### config.mk
export PLATFORM = sky130hd
export DESIGN_NAME = onp_arbiter_flat
export DESIGN_NICKNAME = d
export VERILOG_FILES = /design/src/rtl/onp_arbiter_if.sv /design/src/rtl/onp_arbiter.sv /design/src/flat_wrapper.sv
export SDC_FILE = /design/constraint.sdc
export NUM_CORES = 1
export LEC_CHECK = 0
export CAP_MARGIN = 10
export CORE_MARGIN = 10
export CORE_UTILIZATION = 49
export CTS_CLUSTER_SIZE = 30
export DETAILED_ROUTE_END_ITERATION = 10
export PLACE_DENSITY = 0.84
export SYNTH_ARGS = -nofsm -noshare
export SYNTH_HDL_FRONTEND = slang
export SYNTH_SLANG_ARGS = --single-unit
### constraint.sdc
create_clock -name clk -period 4.77 [get_ports clk]
set_clock_uncertainty 0.1 [all_clocks]
set_input_delay 0.954 -clock clk [delete_from_list [all_inputs] [get_ports clk]]
set_output_delay 0.954 -clock clk [all_outputs]
set_load 0.05 [all_outputs]
### src/rtl/onp_arbiter_if.sv
// Bundle of requester, result and converter-side signals shared by the arbiter.
// slave is the arbiter's view; master is the environment driving it.
interface onp_arbiter_if;
  logic       s0_valid;
  logic [3:0] s0_data;
  logic       s0_ready;
  logic       s1_valid;
  logic [3:0] s1_data;
  logic       s1_ready;
  logic       o0_valid;
  logic [3:0] o0_data;
  logic       o0_ack;
  logic       o1_valid;
  logic [3:0] o1_data;
  logic       o1_ack;
  logic       err0;
  logic       err1;
  logic       busy;
  logic       owner;
  logic [3:0] conv_in_data;
  logic       conv_wr_data;
  logic       conv_ready;
  logic [3:0] conv_data;
  logic       conv_rd;

  modport slave (
    input  s0_valid, s0_data, s1_valid, s1_data, o0_ack, o1_ack, conv_ready, conv_data,
    output s0_ready, s1_ready, o0_valid, o0_data, o1_valid, o1_data,
           err0, err1, busy, owner, conv_in_data, conv_wr_data, conv_rd
  );

  modport master (
    output s0_valid, s0_data, s1_valid, s1_data, o0_ack, o1_ack, conv_ready, conv_data,
    input  s0_ready, s1_ready, o0_valid, o0_data, o1_valid, o1_data,
           err0, err1, busy, owner, conv_in_data, conv_wr_data, conv_rd
  );
endinterface

### src/rtl/onp_arbiter.sv
// Round-robin sharing of one infix-to-RPN converter between two requesters,
// one whole expression ('=' terminated) at a time, with overlength truncation.
module onp_arbiter #(
  parameter int MAX_LEN = 15
) (
  input  logic          clk,
  input  logic          rst,
  onp_arbiter_if.slave  bus
);

  localparam logic [3:0] TOK_EQ   = 4'hD;
  localparam logic [4:0] LAST_TOK = 5'(MAX_LEN - 1);

  typedef enum logic [1:0] {IDLE, FEED, INJECT, DRAIN} state_t;

  state_t          r_state, w_state_next;
  logic            r_owner, w_owner_next;
  logic [4:0]      r_len, w_len_next;
  logic [3:0]      r_conv_in_data, w_conv_in_data_next;
  logic            r_conv_wr, w_conv_wr_next;
  logic            r_conv_rd, w_conv_rd_next;
  logic [1:0]      r_err, w_err_next;
  logic [1:0]      r_ov, w_ov_next;
  logic [1:0][3:0] r_od, w_od_next;

  logic [1:0] w_sv;
  logic [1:0] w_ack;
  logic [1:0] w_ready;
  logic       w_own_valid;
  logic [3:0] w_own_data;
  logic       w_accept;
  logic       w_route;

  assign w_sv        = {bus.s1_valid, bus.s0_valid};
  assign w_ack       = {bus.o1_ack, bus.o0_ack};
  assign w_own_valid = w_sv[r_owner];
  assign w_own_data  = r_owner ? bus.s1_data : bus.s0_data;
  assign w_ready[0]  = (r_state == FEED) && !r_owner;
  assign w_ready[1]  = (r_state == FEED) && r_owner;
  assign w_accept    = (r_state == FEED) && w_own_valid;

  // A read is skipped right after one, since the FIFO head is still the old token.
  assign w_route = (r_state != IDLE) && bus.conv_ready && !r_conv_rd &&
                   (!r_ov[r_owner] || w_ack[r_owner]);

  always_comb begin
    w_state_next        = r_state;
    w_owner_next        = r_owner;
    w_len_next          = r_len;
    w_conv_in_data_next = r_conv_in_data;
    w_conv_wr_next      = 1'b0;
    w_conv_rd_next      = w_route;
    w_err_next          = 2'b00;
    w_ov_next           = r_ov & ~w_ack;
    w_od_next           = r_od;

    if (w_route) begin
      w_ov_next[r_owner] = 1'b1;
      w_od_next[r_owner] = bus.conv_data;
    end

    case (r_state)
      IDLE: begin
        if (|w_sv) begin
          w_owner_next = (&w_sv) ? ~r_owner : w_sv[1];
          w_len_next   = 5'd0;
          w_state_next = FEED;
        end
      end
      FEED: begin
        if (w_accept) begin
          w_conv_in_data_next = w_own_data;
          w_conv_wr_next      = 1'b1;
          w_len_next          = r_len + 5'd1;
          if (w_own_data == TOK_EQ) begin
            w_state_next = DRAIN;
          end else if (w_len_next == LAST_TOK) begin
            w_state_next = INJECT;
          end
        end
      end
      INJECT: begin
        w_conv_in_data_next = TOK_EQ;
        w_conv_wr_next      = 1'b1;
        w_err_next[r_owner] = 1'b1;
        w_state_next        = DRAIN;
      end
      DRAIN: begin
        w_state_next = DRAIN;
      end
      default: w_state_next = IDLE;
    endcase

    // The expression ends when its '=' leaves the converter.
    if (w_route && (bus.conv_data == TOK_EQ)) begin
      w_state_next = IDLE;
    end
  end

  always_ff @(posedge clk or negedge rst) begin
    if (!rst) begin
      r_state        <= IDLE;
      r_owner        <= 1'b1;
      r_len          <= 5'd0;
      r_conv_in_data <= 4'd0;
      r_conv_wr      <= 1'b0;
      r_conv_rd      <= 1'b0;
      r_err          <= 2'b00;
      r_ov           <= 2'b00;
      r_od           <= '0;
    end else begin
      r_state        <= w_state_next;
      r_owner        <= w_owner_next;
      r_len          <= w_len_next;
      r_conv_in_data <= w_conv_in_data_next;
      r_conv_wr      <= w_conv_wr_next;
      r_conv_rd      <= w_conv_rd_next;
      r_err          <= w_err_next;
      r_ov           <= w_ov_next;
      r_od           <= w_od_next;
    end
  end

  assign bus.s0_ready     = w_ready[0];
  assign bus.s1_ready     = w_ready[1];
  assign bus.o0_valid     = r_ov[0];
  assign bus.o0_data      = r_od[0];
  assign bus.o1_valid     = r_ov[1];
  assign bus.o1_data      = r_od[1];
  assign bus.err0         = r_err[0];
  assign bus.err1         = r_err[1];
  assign bus.busy         = (r_state != IDLE);
  assign bus.owner        = r_owner;
  assign bus.conv_in_data = r_conv_in_data;
  assign bus.conv_wr_data = r_conv_wr;
  assign bus.conv_rd      = r_conv_rd;

endmodule
### src/flat_wrapper.sv
// flat-port wrapper written by rule: the top's interface ports become plain ports
module onp_arbiter_flat 
#(
  parameter int MAX_LEN = 15
)
  (clk, rst, bus_s0_valid, bus_s0_data, bus_s1_valid, bus_s1_data, bus_o0_ack, bus_o1_ack, bus_conv_ready, bus_conv_data, bus_s0_ready, bus_s1_ready, bus_o0_valid, bus_o0_data, bus_o1_valid, bus_o1_data, bus_err0, bus_err1, bus_busy, bus_owner, bus_conv_in_data, bus_conv_wr_data, bus_conv_rd);
  onp_arbiter_if bus_i ();
  input  logic clk;
  input  logic rst;
  input wire logic [$bits(bus_i.s0_valid)-1:0] bus_s0_valid;
  input wire logic [$bits(bus_i.s0_data)-1:0] bus_s0_data;
  input wire logic [$bits(bus_i.s1_valid)-1:0] bus_s1_valid;
  input wire logic [$bits(bus_i.s1_data)-1:0] bus_s1_data;
  input wire logic [$bits(bus_i.o0_ack)-1:0] bus_o0_ack;
  input wire logic [$bits(bus_i.o1_ack)-1:0] bus_o1_ack;
  input wire logic [$bits(bus_i.conv_ready)-1:0] bus_conv_ready;
  input wire logic [$bits(bus_i.conv_data)-1:0] bus_conv_data;
  output wire logic [$bits(bus_i.s0_ready)-1:0] bus_s0_ready;
  output wire logic [$bits(bus_i.s1_ready)-1:0] bus_s1_ready;
  output wire logic [$bits(bus_i.o0_valid)-1:0] bus_o0_valid;
  output wire logic [$bits(bus_i.o0_data)-1:0] bus_o0_data;
  output wire logic [$bits(bus_i.o1_valid)-1:0] bus_o1_valid;
  output wire logic [$bits(bus_i.o1_data)-1:0] bus_o1_data;
  output wire logic [$bits(bus_i.err0)-1:0] bus_err0;
  output wire logic [$bits(bus_i.err1)-1:0] bus_err1;
  output wire logic [$bits(bus_i.busy)-1:0] bus_busy;
  output wire logic [$bits(bus_i.owner)-1:0] bus_owner;
  output wire logic [$bits(bus_i.conv_in_data)-1:0] bus_conv_in_data;
  output wire logic [$bits(bus_i.conv_wr_data)-1:0] bus_conv_wr_data;
  output wire logic [$bits(bus_i.conv_rd)-1:0] bus_conv_rd;
  assign bus_i.s0_valid = bus_s0_valid;
  assign bus_i.s0_data = bus_s0_data;
  assign bus_i.s1_valid = bus_s1_valid;
  assign bus_i.s1_data = bus_s1_data;
  assign bus_i.o0_ack = bus_o0_ack;
  assign bus_i.o1_ack = bus_o1_ack;
  assign bus_i.conv_ready = bus_conv_ready;
  assign bus_i.conv_data = bus_conv_data;
  assign bus_s0_ready = bus_i.s0_ready;
  assign bus_s1_ready = bus_i.s1_ready;
  assign bus_o0_valid = bus_i.o0_valid;
  assign bus_o0_data = bus_i.o0_data;
  assign bus_o1_valid = bus_i.o1_valid;
  assign bus_o1_data = bus_i.o1_data;
  assign bus_err0 = bus_i.err0;
  assign bus_err1 = bus_i.err1;
  assign bus_busy = bus_i.busy;
  assign bus_owner = bus_i.owner;
  assign bus_conv_in_data = bus_i.conv_in_data;
  assign bus_conv_wr_data = bus_i.conv_wr_data;
  assign bus_conv_rd = bus_i.conv_rd;
  onp_arbiter #(.MAX_LEN(MAX_LEN)) u_core (.clk(clk), .rst(rst), .bus(bus_i));
endmodule
After elaboration in Yosys (flattened, before gate mapping)
Cells that the tools add are included.
{"block": "totals", "regBits": 26, "input_bits": 19}
{"block": "op_classes", "addsub": 1, "magnitude_cmp": 2, "eq_ne": 11, "n_mux": 28, "bitwise": 4, "n_reduce_logical": 23}
{"cell": "$mux W2", "n": 7}
{"cell": "$mux W4", "n": 3}
{"cell": "$mux W5", "n": 2}
{"cell": "$pmux W5 S2", "n": 1}
{"cell": "$mux W1", "n": 9}
{"cell": "$bwmux W8", "n": 1}
{"cell": "$eq A4 B4 Y1 const B", "n": 2}
{"cell": "$logic_and A1 B1 Y1", "n": 8}
{"cell": "$pmux W4 S2", "n": 1}
{"cell": "$pmux W2 S3", "n": 1}
{"cell": "$reduce_and A2 Y1", "n": 3}
{"cell": "$reduce_and A3 Y1", "n": 2}
{"cell": "$reduce_bool A2 Y1", "n": 3}
{"cell": "$add A5 B1 Y5 const B", "n": 1}
{"cell": "$eq A5 B4 Y1 const B", "n": 1}
{"cell": "$demux W4 S1", "n": 1}
{"cell": "$eq A2 B2 Y1 const B", "n": 2}
{"cell": "$ne A2 B1 Y1 const B", "n": 2}
{"cell": "$ne A4 B4 Y1 const B", "n": 1}
{"cell": "$reduce_or A2 Y1", "n": 2}
{"cell": "$logic_not A1 Y1", "n": 3}
{"cell": "$ne A3 B1 Y1 const B", "n": 1}
{"cell": "$ne A3 B2 Y1 const B", "n": 1}
{"cell": "$and A2 B2 Y2", "n": 1}
{"cell": "other kinds (10)", "n": 10}

Longest topological paths before layout
{"block": "depth", "ltp_word": 8, "mapped_depth": 8}

Worst setup path before layout
No wires, ideal clock.
{"block": "synth_path", "path_kind": "register -> output", "startpoint": "register u_core.r_state[1]", "endpoint": "output bus_s0_ready", "arrival_ns": 1.687, "required_ns": 3.716, "slack_ns": 2.029, "path_stages_with_launch": 5, "n_path_buf": 1, "path_cell_list": "dfrtp_1 > inv_1 > ha_1 > clkbuf_1 > nor2b_1"}
{"block": "synth_between", "elab_chain_cells": 2}
{"element": "from (decl)", "line_no": "onp_arbiter.sv:16", "rtl": "state_t r_state, w_state_next;"}
{"element": "from (signal assigned)", "line_no": "onp_arbiter.sv:112", "rtl": "r_state <= w_state_next;"}
{"element": "$eq A2 B1 Y1", "line_no": "onp_arbiter.sv:38", "rtl": "assign w_ready[0] = (r_state == FEED) && !r_owner;"}
{"element": "$logic_and A1 B1 Y1", "line_no": "onp_arbiter.sv:38"}
{"element": "to (decl)", "line_no": "flat_wrapper.sv:18", "rtl": "output wire logic [$bits(bus_i.s0_ready)-1:0] bus_s0_ready;"}
Every way passes these cells.

Worst setup path after layout
Ends and elaborated chain as after synthesis.

==> results.md <==
- The run finished with clean final reports.
- The finished layout holds 195 standard cells, fillers aside.
- The diode insertion count for antenna repair is 0.
- The cell count after synthesis is 125.
- The final worst-path cycle share is 70.1%.
- The post-CTS clock slew at the launch and capture registers of the worst setup and hold paths is 0.14 ns.
- The length of the first detailed-routing pass in iterations is 4.
- The number of buffers on the longest clock path is 2.
- The worst-case headroom to the max-slew limit is 56.4%.
- For this run the aggregate overflow at the end of global routing stands at 0.
- The synthesized netlist devotes 14.4% of its cell area to compound gates.
- The number of placed cells counting well taps is 191.
- The detailed placer's ending HPWL is 2.71 mm.
- The number of primary I/O pins is 41.
- The internal portion of total power is 479 uW.
- The number of hold-repair buffers added at the cts stage is 0.
- In this run the tool buffered the top-level ports with 40 buffer cells.
- The xor/xnor share of the synthesized area is 1.95%.
- The number of placement rows is 18.
- The proportion of netlist area held by the largest area contributor is 46.5%.
- The combinational group share of total power is 50.5%.
- The kind of end point of the critical path is an output port.
- The area share of fa/ha/maj cells after synthesis is 5.58%.
- For this run, design rule violations remaining after detail routing come to 0.
- The number of CTS-inserted buffers is 3.
- The peak supply drop is 0.375 mV.
- The number of nets with antenna violations after detailed routing is 0.
- Counting flops with a built-in enable in the synthesized netlist gives 0.
- Synthesis instantiated 36 different standard cells from the library.
- Multiplexer cells account for 9.95% of the synthesized area.
- The pin count of the biggest net entering global routing is 27.
- The min-delay analysis places its worst path in the category reg -> reg.
- The tree is rooted in a sky130_fd_sc_hd__clkbuf_4.
- The worst setup path is of the reg -> out kind.
- The core region area is 2540 sq um.
- The number of setup violations in the final report is 0.
- The register bit count reported by yosys is 26.
- For this run, the leading register cell type out of synthesis is sky130_fd_sc_hd__dfrtp_1.
- After synthesis, the largest family of logic cells by area is simple AND/OR/NAND/NOR gates.
- By area the synthesized netlist is led by sky130_fd_sc_hd__dfrtp_1, sky130_fd_sc_hd__ha_1, sky130_fd_sc_hd__mux2_1.
- The via count is 1086.
- Among all cell types in the netlist, the one instantiated most often is sky130_fd_sc_hd__dfrtp_1.
- The violation count after the first detailed-routing iteration is 77.
- The area overhead of the layout relative to synthesis is 32.9%.
- The share of power burned in the clock network is 11.0%.
- Timing analysis after detailed placement gives a worst setup slack of 1.80 ns.
- For this run, the top clock speed supported by timing is 299 MHz.
- The overall power consumption is 868 uW.
- TritonCTS built the clock tree.
- The number of global-route vias before repair is 1192.
- The die covers 5240 sq um.
- The biggest fanout along the worst timing path is 11.
- The layout net count is 191.
- The first global-routing pass estimated 5.45 mm of wire.
- The post-synthesis net count is 150.
- At the pin with the least slew margin, the transition time is 0.653 ns.
- The post-synthesis instance area is 1350 sq um.
- The count of maximum capacitance violations is 0.
- STA puts the critical path data arrival time at 2.29 ns.
- Across all setup checks in the final design, the least slack found is 1.43 ns.
- Global routing used 12.8% of the available tracks across all layers.
- The startpoint type of the worst setup path is a register.
- Dividing the detail-routed wire length by the instance count gives 17.0 um.
- Of all cell types, the one taking the most synthesized area is sky130_fd_sc_hd__dfrtp_1.
- The data required time at the worst endpoint is 3.72 ns.
- The switching power share of the total is 44.8%.
- The final-report hold violation count is 0.
- The worst path needs 3.34 ns of the cycle, external delays included.
- For this design the ratio of total power to cell area is 486 nW/um^2.
- The starting density of the core is 52.9%.
- The simple-gate share of the synthesized area is 16.1%.
- Sequential cells account for 38.4% of the total power.
- The post-route netlist has 8.48% of its cells at a drive strength greater than 1.
- The number of setup buffers added after CTS is 0.
- The share of flip-flops with an asynchronous set or reset is 100%.
- The overall die height is 72.4 um.
- The final weighted congestion in routability-driven placement is 0.762.
- The vias per cell is 5.57.
- The static power due to leakage is 0.769 nW.
- The width of the die is 72.4 um.
- The number of antenna violations at the first check in global routing is 0.
- Sorting the synthesized cells by how often they occur yields sky130_fd_sc_hd__dfrtp_1, sky130_fd_sc_hd__nand2_1, sky130_fd_sc_hd__nor2_1, sky130_fd_sc_hd__o21ai_1.
- The total length of routed wires is 3.32 mm.
- The clock network latency to the later pin of the worst-skew pair is 0.32 ns.
- The number of H-tree levels is 1.
- The max-slew violation count was 0.
- Setup repair after global routing left no endpoint under its margin.
- The number of cells upsized or downsized after cts is 0.
- For this run, the register share of the synthesized area comes to 48.5%.
- The power dissipated by switching net loads is 389 uW.
- The final cell utilization of the core is 70.3%.
- The Yosys step of the flow raised 0 warnings.
- The mean instance size in the synthesized netlist is 10.8 sq um.
- Summed over all failing endpoints, the final setup total negative slack is 0 ns.
- The number of clock sinks is 26.
## worst max-delay path, stage by stage (launching register included)
cell,delay [ns]
sky130_fd_sc_hd__dfrtp_1,0.44
sky130_fd_sc_hd__inv_1,0.09
sky130_fd_sc_hd__ha_1,0.40
sky130_fd_sc_hd__nor2b_1,0.21
sky130_fd_sc_hd__clkdlybuf4s50_1,0.82
## kinds of logic after synthesis
group           count (synthesis)
compound gates                 28
xor+xnor                        3
fa+ha+maj                       6
buf+inv                        10
flops                          26
mux                            12
simple gates                   40
## final cells by class
type                    instances  area (sq um)
repair buffers                 41           408
multi-input cells              89           646
fillers                       182           757
flip-flops and latches         26           652
well taps                      30          37.5
inverters                       5          18.8
clock buffers                   4          26.3
## path summary, 6_finish.rpt
path | start | to | slack, ns | depth (start not counted)
min in group asynchronous | rst | u_core.bus.conv_in_data[1] | 0.87 | 2
min reg2reg | u_core.bus.o0_data[2] | u_core.bus.o0_data[2] | 0.40 | 1
min | u_core.bus.o0_data[2] | u_core.bus.o0_data[2] | 0.40 | 1
max in group asynchronous | rst | u_core.bus.owner | 3.39 | 2
max | u_core.r_state[1] | bus_s0_ready | 1.43 | 4
max reg2reg | u_core.r_state[1] | u_core.bus.conv_in_data[2] | 2.55 | 6
## power by group through the flow
| stage | sequential (mW) | clock, mW | combinational [mW] |
|---|---|---|---|
| final | 0.334 | 0.0959 | 0.439 |
| after CTS | 0.334 | 0.0972 | 0.445 |
| after floorplan | 0.495 | 0 | 0.128 |
| after detailed placement | 0.338 | 0 | 0.444 |
| after global placement | 0.333 | 0 | 0.432 |
| after global routing | 0.344 | 0.111 | 0.468 |
## routing by layer
layer	track usage, %	wire, um	up-vias	share of wire [%]
li1	-	-	528	-
met1	13.4	1290	527	39
met2	23.6	1800	25	54
met3	4.35	191	6	5.8
met4	3.16	42	0	1.3
met5	0	0	-	0
## flip-flops by register name (all words and copies together) (netlist names)
name and count:
u_core.r_len 5, u_core.bus.conv_in_data 4, u_core.bus.o0_data 4, u_core.bus.o1_data 4, u_core.r_err 2, u_core.r_ov 2
u_core.r_state 2, u_core.bus.conv_rd 1, u_core.bus.conv_wr_data 1, u_core.bus.owner 1
## per-stage QoR
| stage | cell area [sq um] | hold slack [ns] |
|---|---|---|
| finish | 1790 | 0.400 |
| global route | 1790 | 0.440 |
| CTS | 1790 | 0.406 |
| detailed placement | 1760 | 0.381 |
| global placement | 1760 | 0.369 |
| floorplan | 1350 | 0.395 |
## placed cells by master, fill, tap and decap left out, types with 4 or more instances in the layout
master                            synthesis  routed
sky130_fd_sc_hd__a21oi_1                  6       6
sky130_fd_sc_hd__mux2_2                   4       4
sky130_fd_sc_hd__clkdlybuf4s50_1          0      40
sky130_fd_sc_hd__dfrtp_1                 25      25
sky130_fd_sc_hd__nor2b_1                  5       5
sky130_fd_sc_hd__inv_1                    5       5
sky130_fd_sc_hd__ha_1                     6       6
sky130_fd_sc_hd__nand2_1                 10      10
sky130_fd_sc_hd__nor2_1                   8       8
sky130_fd_sc_hd__mux2_1                   4       4
sky130_fd_sc_hd__o21ai_1                  7       7
No activity file was read; power rests on OpenSTA's default activity.
